--- config.mk ---
export PLATFORM = sky130hd
export DESIGN_NAME = osc_indexer
export DESIGN_NICKNAME = d
export VERILOG_FILES = /design/src/rtl/osc_indexer.sv
export SDC_FILE = /design/constraint.sdc
export NUM_CORES = 1
export LEC_CHECK = 0
export BUFFER_PORTS_ARGS = -buffer_cell sky130_fd_sc_hd__clkbuf_2
export CORE_ASPECT_RATIO = 1.25
export CORE_UTILIZATION = 55
export DETAILED_ROUTE_END_ITERATION = 6
export PLACE_DENSITY = 0.76
export SYNTH_ARGS = -nofsm -noshare
export SYNTH_HDL_FRONTEND = slang
export SYNTH_SLANG_ARGS = --single-unit
--- constraint.sdc ---
create_clock -name clk_in -period 15.8 [get_ports clk_in]
set_input_delay 1.58 -clock clk_in [delete_from_list [all_inputs] [get_ports clk_in]]
set_output_delay 1.58 -clock clk_in [all_outputs]
set_load 0.005 [all_outputs]
--- src/rtl/osc_indexer.sv ---
// Oscillator phase indexer: per-voice phase accumulators whose integer part
// addresses the wave table, plus a valid pulse aligned to the wave loader's
// two-cycle registered read of those addresses.
module osc_indexer #(
  parameter int NUM_OSCILLATORS = 4,
  parameter int WW_WIDTH        = 18,
  parameter int FRAC_WIDTH      = 8,
  parameter int INC_WIDTH       = 26
) (
  input  logic                                clk_in,
  input  logic                                rst_in,
  input  logic                                sample_tick_in,
  input  logic [NUM_OSCILLATORS-1:0]          note_on_in,
  input  logic [NUM_OSCILLATORS*INC_WIDTH-1:0] phase_inc_in,
  input  logic [WW_WIDTH-1:0]                 wave_width_in,
  input  logic                                ui_update_trig_in,
  output logic [NUM_OSCILLATORS-1:0]          osc_is_on_out,
  output logic [NUM_OSCILLATORS*WW_WIDTH-1:0] osc_index_out,
  output logic                                sample_valid_out
);

  localparam int PW = WW_WIDTH + FRAC_WIDTH;

  // Phase accumulators, unsigned fixed point with FRAC_WIDTH fraction bits.
  logic [PW-1:0] phase   [NUM_OSCILLATORS];
  // Candidate next phase for a tick, after the wrap rule.
  logic [PW-1:0] wrapped [NUM_OSCILLATORS];
  // Wave length in phase units (wave_width_in << FRAC_WIDTH), one guard bit.
  logic [PW:0]   limit;
  // Tick delayed by three cycles to line up with the wave loader output.
  logic [2:0]    valid_sr;

  assign limit = {1'b0, wave_width_in, {FRAC_WIDTH{1'b0}}};

  genvar g;
  generate
    for (g = 0; g < NUM_OSCILLATORS; g++) begin : g_voice
      logic [PW:0] sum;
      logic [PW:0] diff;

      // Sum carries one extra bit so the comparison against the wave length
      // is exact even when the accumulator plus increment overflows PW bits.
      assign sum  = {1'b0, phase[g]}
                  + {{(PW + 1 - INC_WIDTH){1'b0}}, phase_inc_in[g*INC_WIDTH +: INC_WIDTH]};
      assign diff = sum - limit;

      // One subtraction handles a normal wrap. If the result is still past
      // the end (large increment, or the width shrank under the phase), the
      // voice restarts at 0. A zero width therefore always yields 0.
      assign wrapped[g] = (sum < limit)  ? sum[PW-1:0]  :
                          (diff < limit) ? diff[PW-1:0] : '0;

      assign osc_index_out[g*WW_WIDTH +: WW_WIDTH] = phase[g][PW-1:FRAC_WIDTH];
    end
  endgenerate

  // Gate register, valid delay line and per-voice phase update.
  always_ff @(posedge clk_in) begin
    if (rst_in) begin
      // NOTE: the phase array is a handful of flops, not a RAM, so it is
      // cleared on reset; otherwise idle voices would expose X indices.
      osc_is_on_out <= '0;
      valid_sr      <= '0;
      for (int i = 0; i < NUM_OSCILLATORS; i++) begin
        phase[i] <= '0;
      end
    end else begin
      // NOTE: non-blocking assignments so every voice sees the same
      // pre-edge osc_is_on_out when detecting a note-on rising edge.
      osc_is_on_out <= note_on_in;
      valid_sr      <= {valid_sr[1:0], sample_tick_in};
      for (int i = 0; i < NUM_OSCILLATORS; i++) begin
        if (ui_update_trig_in) begin
          phase[i] <= '0;
        end else if (note_on_in[i] && !osc_is_on_out[i]) begin
          phase[i] <= '0;
        end else if (sample_tick_in && osc_is_on_out[i]) begin
          phase[i] <= wrapped[i];
        end
      end
    end
  end

  // Reset also masks the pulse combinationally so it is low for the whole
  // reset period, including the first cycle of assertion.
  assign sample_valid_out = valid_sr[2] & ~rst_in;

endmodule
Yosys cells after proc, flatten, opt, wreduce, memory -nomap -nowiden
Memories as Yosys holds them, arrays and structs flattened.
Cells that the tools add are included.
- output and inout bits: 77
- word-level logic and storage cells: 106
- memory bits (writable): 104
- register bits after elaboration: 7
- bits of input ports: 130
- memories kept: 1
- memories (name ; words ; width ; read ports ; clocked after memory_dff ; wr ports ; RTL line ; RTL):
    phase ; 4 ; 26 ; 4 ; 0 ; 4 ; 25 ; logic [PW-1:0] phase [NUM_OSCILLATORS];
- multiplexer cells: 61
- reduce and logical (&&, ||, !) cells: 12
- $add $sub $neg: 8
- $lt $le $gt $ge: 8
- bitwise gates (word level): 14
- operator list (operator ; count):
    2-to-1 mux 26 bit ; 20
    < comparator 27 x 26 -> 1 bit ; 8
    adder 26 x 26 -> 27 bit ; 4
    subtractor 27 x 26 -> 27 bit ; 4
    2-to-1 mux 1 bit ; 41
    OR 1 bit ; 12
    logical AND 1 bit ; 8
    zero test 1 bit ; 4
    AND 1 bit ; 1
    NOT 1 bit ; 1

Depth between registers and ports, before layout
- depth in word-level cells: 8
- gate-level depth with buffers: 30
- depth with buffers taken out: 29

Worst setup path before layout
OpenSTA, ideal clock, no wires.
- path type: input to register
- start point: in phase_inc_in[78]
- end point: mem phase[3][25] (netlist name), data pin
- data arrival time: 7.131 ns
- library setup time: 0.131 ns
- stages on the path: 29
- path buffers: 1
- data required time: 15.669 ns
- setup slack: 8.539 ns
- cells stage by stage: ha_1 > fa_1 > a21o_1 > a21oi_1 > nand2_1 > a21oi_1 > nor2b_1 > o21a_1 > nor2_1 > xnor2_1 > ha_1 > a21o_1 > o21ai_1 > nand2b_1 > a21o_1 > a41o_1 > o41ai_1 > xnor2_1 > ha_1 > a21o_1 > a21oi_1 > nor2b_1 > o21ai_0 > nand2_1 > or4b_1 > a21o_1 > nor4b_4 > buf_4 > a22o_1
- RTL lines (item ; RTL line ; RTL):
    start, declared ; 14 ; input logic [NUM_OSCILLATORS*INC_WIDTH-1:0] phase_inc_in,
    end, declared ; 25 ;

==> impl_metrics.env <==
export IMPL_outcome="finished, final reports clean"
export IMPL_detailedPlace_worstSlack_ns=7.67
export IMPL_drc=0
export IMPL_dominant_cell_by_count_in_the_synthesized_netlist="sky130_fd_sc_hd__ha_1"
export IMPL_whs_path_depth=1
export IMPL_number_of_standard_cell_rows_in_the_floorplan=66
export IMPL_tightestPinTransition_ns=1.22
export IMPL_boundaryPins=207
export IMPL_path_clk_slew_ns=0.07
export IMPL_ctsLongestPathBuffers=2
export IMPL_port_buffers=206
export IMPL_critical_path_endpoint_type="flop"
export IMPL_sequential_area_share_after_synthesis=0.224
export IMPL_synthArstFlopShare=0
export IMPL_routed_via_count=13000
export IMPL_drt_wirelength_per_cell_um=18.3
export IMPL_fin_setup_tns_ns=0
export IMPL_layoutNonFillerInstCount=2086
export IMPL_flip_flop_and_latch_count_after_synthesis=111
export IMPL_dieHeight_um=184
export IMPL_cts_root_buf="sky130_fd_sc_hd__clkbuf_16"
export IMPL_routabilityCongestion=0.918
export IMPL_number_of_clock_sinks=111
export IMPL_setup_slack_ns=8.05
export IMPL_ant_nets=0
export IMPL_yosysUniqueCellTypes=86
export IMPL_design_core_area_mm2=0.0260
export IMPL_floorplan_die_area_mm2=0.0272
export IMPL_first_global_vias=12700
export IMPL_grt_setup_unrepaired="no"
export IMPL_post_cts_resize_count=0
export IMPL_cts_hold_repair_buffers=0
export IMPL_timing_max_cap_violations=0
export IMPL_reg2reg_setup_slack_ns=8.96
export IMPL_power_per_cell_area_mw_per_mm2=91.6
export IMPL_antenna_violations_before_repair=0
export IMPL_synthFlopType="sky130_fd_sc_hd__edfxtp_1"
export IMPL_worst_endpoint_arrival_ns=7.99
export IMPL_syn_mean_instance_area_um2=9.04
export IMPL_finalWorstPathRequiredPeriod_ns=7.75
export IMPL_register_area_mm2=0.00326
export IMPL_worst_slew_margin_rel=0.188
export IMPL_setup_viol=0
export IMPL_first_pass_iters=6
export IMPL_cell_with_the_largest_stage_delay_on_the_worst_path="sky130_fd_sc_hd__nor4b_4"
export IMPL_worstPathBufferInverterCount=1
export IMPL_dieWidth_um=148
export IMPL_grt_pass1_wl_um=60400
export IMPL_grt_total_usage=0.278
export IMPL_timing_critical_path_slowest_cell_delay_ns=0.75
export IMPL_antenna_cells=0
export IMPL_ir_drop_v=0.0000544
export IMPL_synth_net_count=2000
export IMPL_via_per_inst=6.24
export IMPL_hold_violations=0
export IMPL_filler_cells=2318
export IMPL_hold_path_class="flop to flop"
export IMPL_cts_post_setup_buffers_inserted=0
export IMPL_critical_path_startpoint_type="input pin"
export IMPL_finalWirelength_um=38100
export IMPL_hold_worst_slack_ns=0.440
export IMPL_r2r_end="phase[3][8]$_SDFFCE_PN0P_"
export IMPL_tritoncts_num_buffers=9
export IMPL_grt_ovfl_total=0
export IMPL_timing_clock_skew_ns=0.00955
export IMPL_multi_input_comb_area_mm2=0.0104
export IMPL_crit_family="compound AO/OA/AOI/OAI gates"
export IMPL_dpl_cell_count=2070
export IMPL_mappedNetlistArea_mm2=0.0146
export IMPL_clock_insertion_delay_worst_skew_ns=0.37
export IMPL_power_leakage_nw=7.65
export IMPL_maximum_number_of_pins_on_one_net_before_global_route_repair=27
export IMPL_reg2reg_path_depth=28
export IMPL_dpl_hpwl_um=30300
export IMPL_synth_warnings=0
export IMPL_worst_r2r_startpoint="phase[3][0]$_SDFFCE_PN0P_"
export IMPL_fmax_mhz=129
export IMPL_total_power_mw=1.44
export IMPL_effective_utilization_at_floorplan=0.561
export IMPL_ys_top_cells_by_count="248 x sky130_fd_sc_hd__ha_1, 142 x sky130_fd_sc_hd__a21oi_1, 104 x sky130_fd_sc_hd__edfxtp_1"
export IMPL_synth_cells=1614
export IMPL_cts_htree_levels=3
export IMPL_post_route_cells_drive_above_1_share=0.145
export IMPL_cts_tree="built"
export IMPL_cp_data_required_time_ns=16.04
export IMPL_placedInstanceArea_mm2=0.0154
export IMPL_yosysTopAreaCellShare=0.214
export IMPL_final_core_utilization=0.603
export IMPL_drt_first_iter_violations=917
export IMPL_post_route_cell_area_mm2=0.0157
export IMPL_synthToLayoutAreaGrowth_pct=7.57
export IMPL_slew_viol_final=0
export IMPL_synth_edf_count=104
export IMPL_worst_path_max_fanout=18
export IMPL_yosysTopAreaCell="sky130_fd_sc_hd__edfxtp_1"
export IMPL_hold_path_startpoint="valid_sr[0]$_SDFF_PP0_"
export IMPL_holdPathEnd="valid_sr[1]$_SDFF_PP0_"
export IMPL_critPathKind="input pin to flop"
export IMPL_synth_area_top_cells="sky130_fd_sc_hd__edfxtp_1 21%, sky130_fd_sc_hd__ha_1 21%, sky130_fd_sc_hd__xnor2_1 5.7%"
export IMPL_layout_nets=2127
export IMPL_path_common_cell="sky130_fd_sc_hd__a21o_1"
export IMPL_timing_final_crit_share=0.491
area by class of cell:
cell class,count,share of cell area
clock inverters,6,0.00287
clock buffers,10,0.0146
multi-input cells,1340,0.664
repair buffers,208,0.0666
well taps,340,0.0271
flip-flops and latches,111,0.208
inverters,71,0.0170
cells by family after synthesis:
| family | after synthesis | share of synthesized area |
|---|---|---|
| and+or+nand+nor | 376 | 0.133 |
| buffers and inverters | 163 | 0.0622 |
| muxes | 4 | 0.00274 |
| adders and majority gates | 256 | 0.224 |
| AOI/OAI and AO/OA | 555 | 0.265 |
| DFF | 111 | 0.224 |
| xor gates and xnor gates | 149 | 0.0900 |
worst max path at each step:
stage	startpoint	endpoint	slack (ns)	cells past startpoint
detailed placement	phase_inc_in[78]	phase[3][8]$_SDFFCE_PN0P_	7.67	29
global route	phase_inc_in[78]	phase[3][12]$_SDFFCE_PN0P_	7.57	29
floorplan	phase_inc_in[78]	phase[3][25]$_SDFFCE_PN0P_	8.54	29
CTS	phase_inc_in[78]	phase[3][8]$_SDFFCE_PN0P_	8.05	29
global placement	phase_inc_in[78]	phase[3][20]$_SDFFCE_PN0P_	7.83	29
finish	phase_inc_in[78]	phase[3][8]$_SDFFCE_PN0P_	8.05	29
report_power, final:
| part | internal (mW) | leakage [nW] | switching, mW |
|---|---|---|---|
| clock network | 0.109 | 0.137 | 0.118 |
| logic | 0.361 | 6.24 | 0.499 |
| registers | 0.339 | 1.27 | 0.0115 |
registers in the layout (all words and copies together) (netlist names):
signal         count
valid_sr           3
phase            104
osc_is_on_out      4
cells in the final DEF, fill, tap and decap left out, types with 25 or more instances in the layout:
master                     synthesis  final
sky130_fd_sc_hd__nor2_1           87     87
sky130_fd_sc_hd__clkbuf_2          0    206
sky130_fd_sc_hd__nand3_1          31     31
sky130_fd_sc_hd__o21ai_0          67     67
sky130_fd_sc_hd__a21oi_1         142    142
sky130_fd_sc_hd__inv_1            71     71
sky130_fd_sc_hd__xor2_1           53     53
sky130_fd_sc_hd__edfxtp_1        104    104
sky130_fd_sc_hd__nor3_1           43     43
sky130_fd_sc_hd__nand2_1          73     73
sky130_fd_sc_hd__xnor2_1          95     95
sky130_fd_sc_hd__a22o_1           39     39
sky130_fd_sc_hd__ha_1            248    248
sky130_fd_sc_hd__nand2b_1         25     25
sky130_fd_sc_hd__a21o_1           75     75
sky130_fd_sc_hd__o21a_1           38     38
sky130_fd_sc_hd__nor2b_1          32     32
routing by layer:
layer | share of wire | wire length [um] | GRT usage | up-vias
met4 | 0.032 | 1240 | 0.117 | 0
met3 | 0.051 | 1940 | 0.0304 | 83
li1 | - | - | - | 6351
met1 | 0.44 | 16700 | 0.340 | 6169
met2 | 0.48 | 18300 | 0.493 | 421
met5 | 0 | 0 | 0 | -
Note: power is estimated with default switching activity, not from simulation.
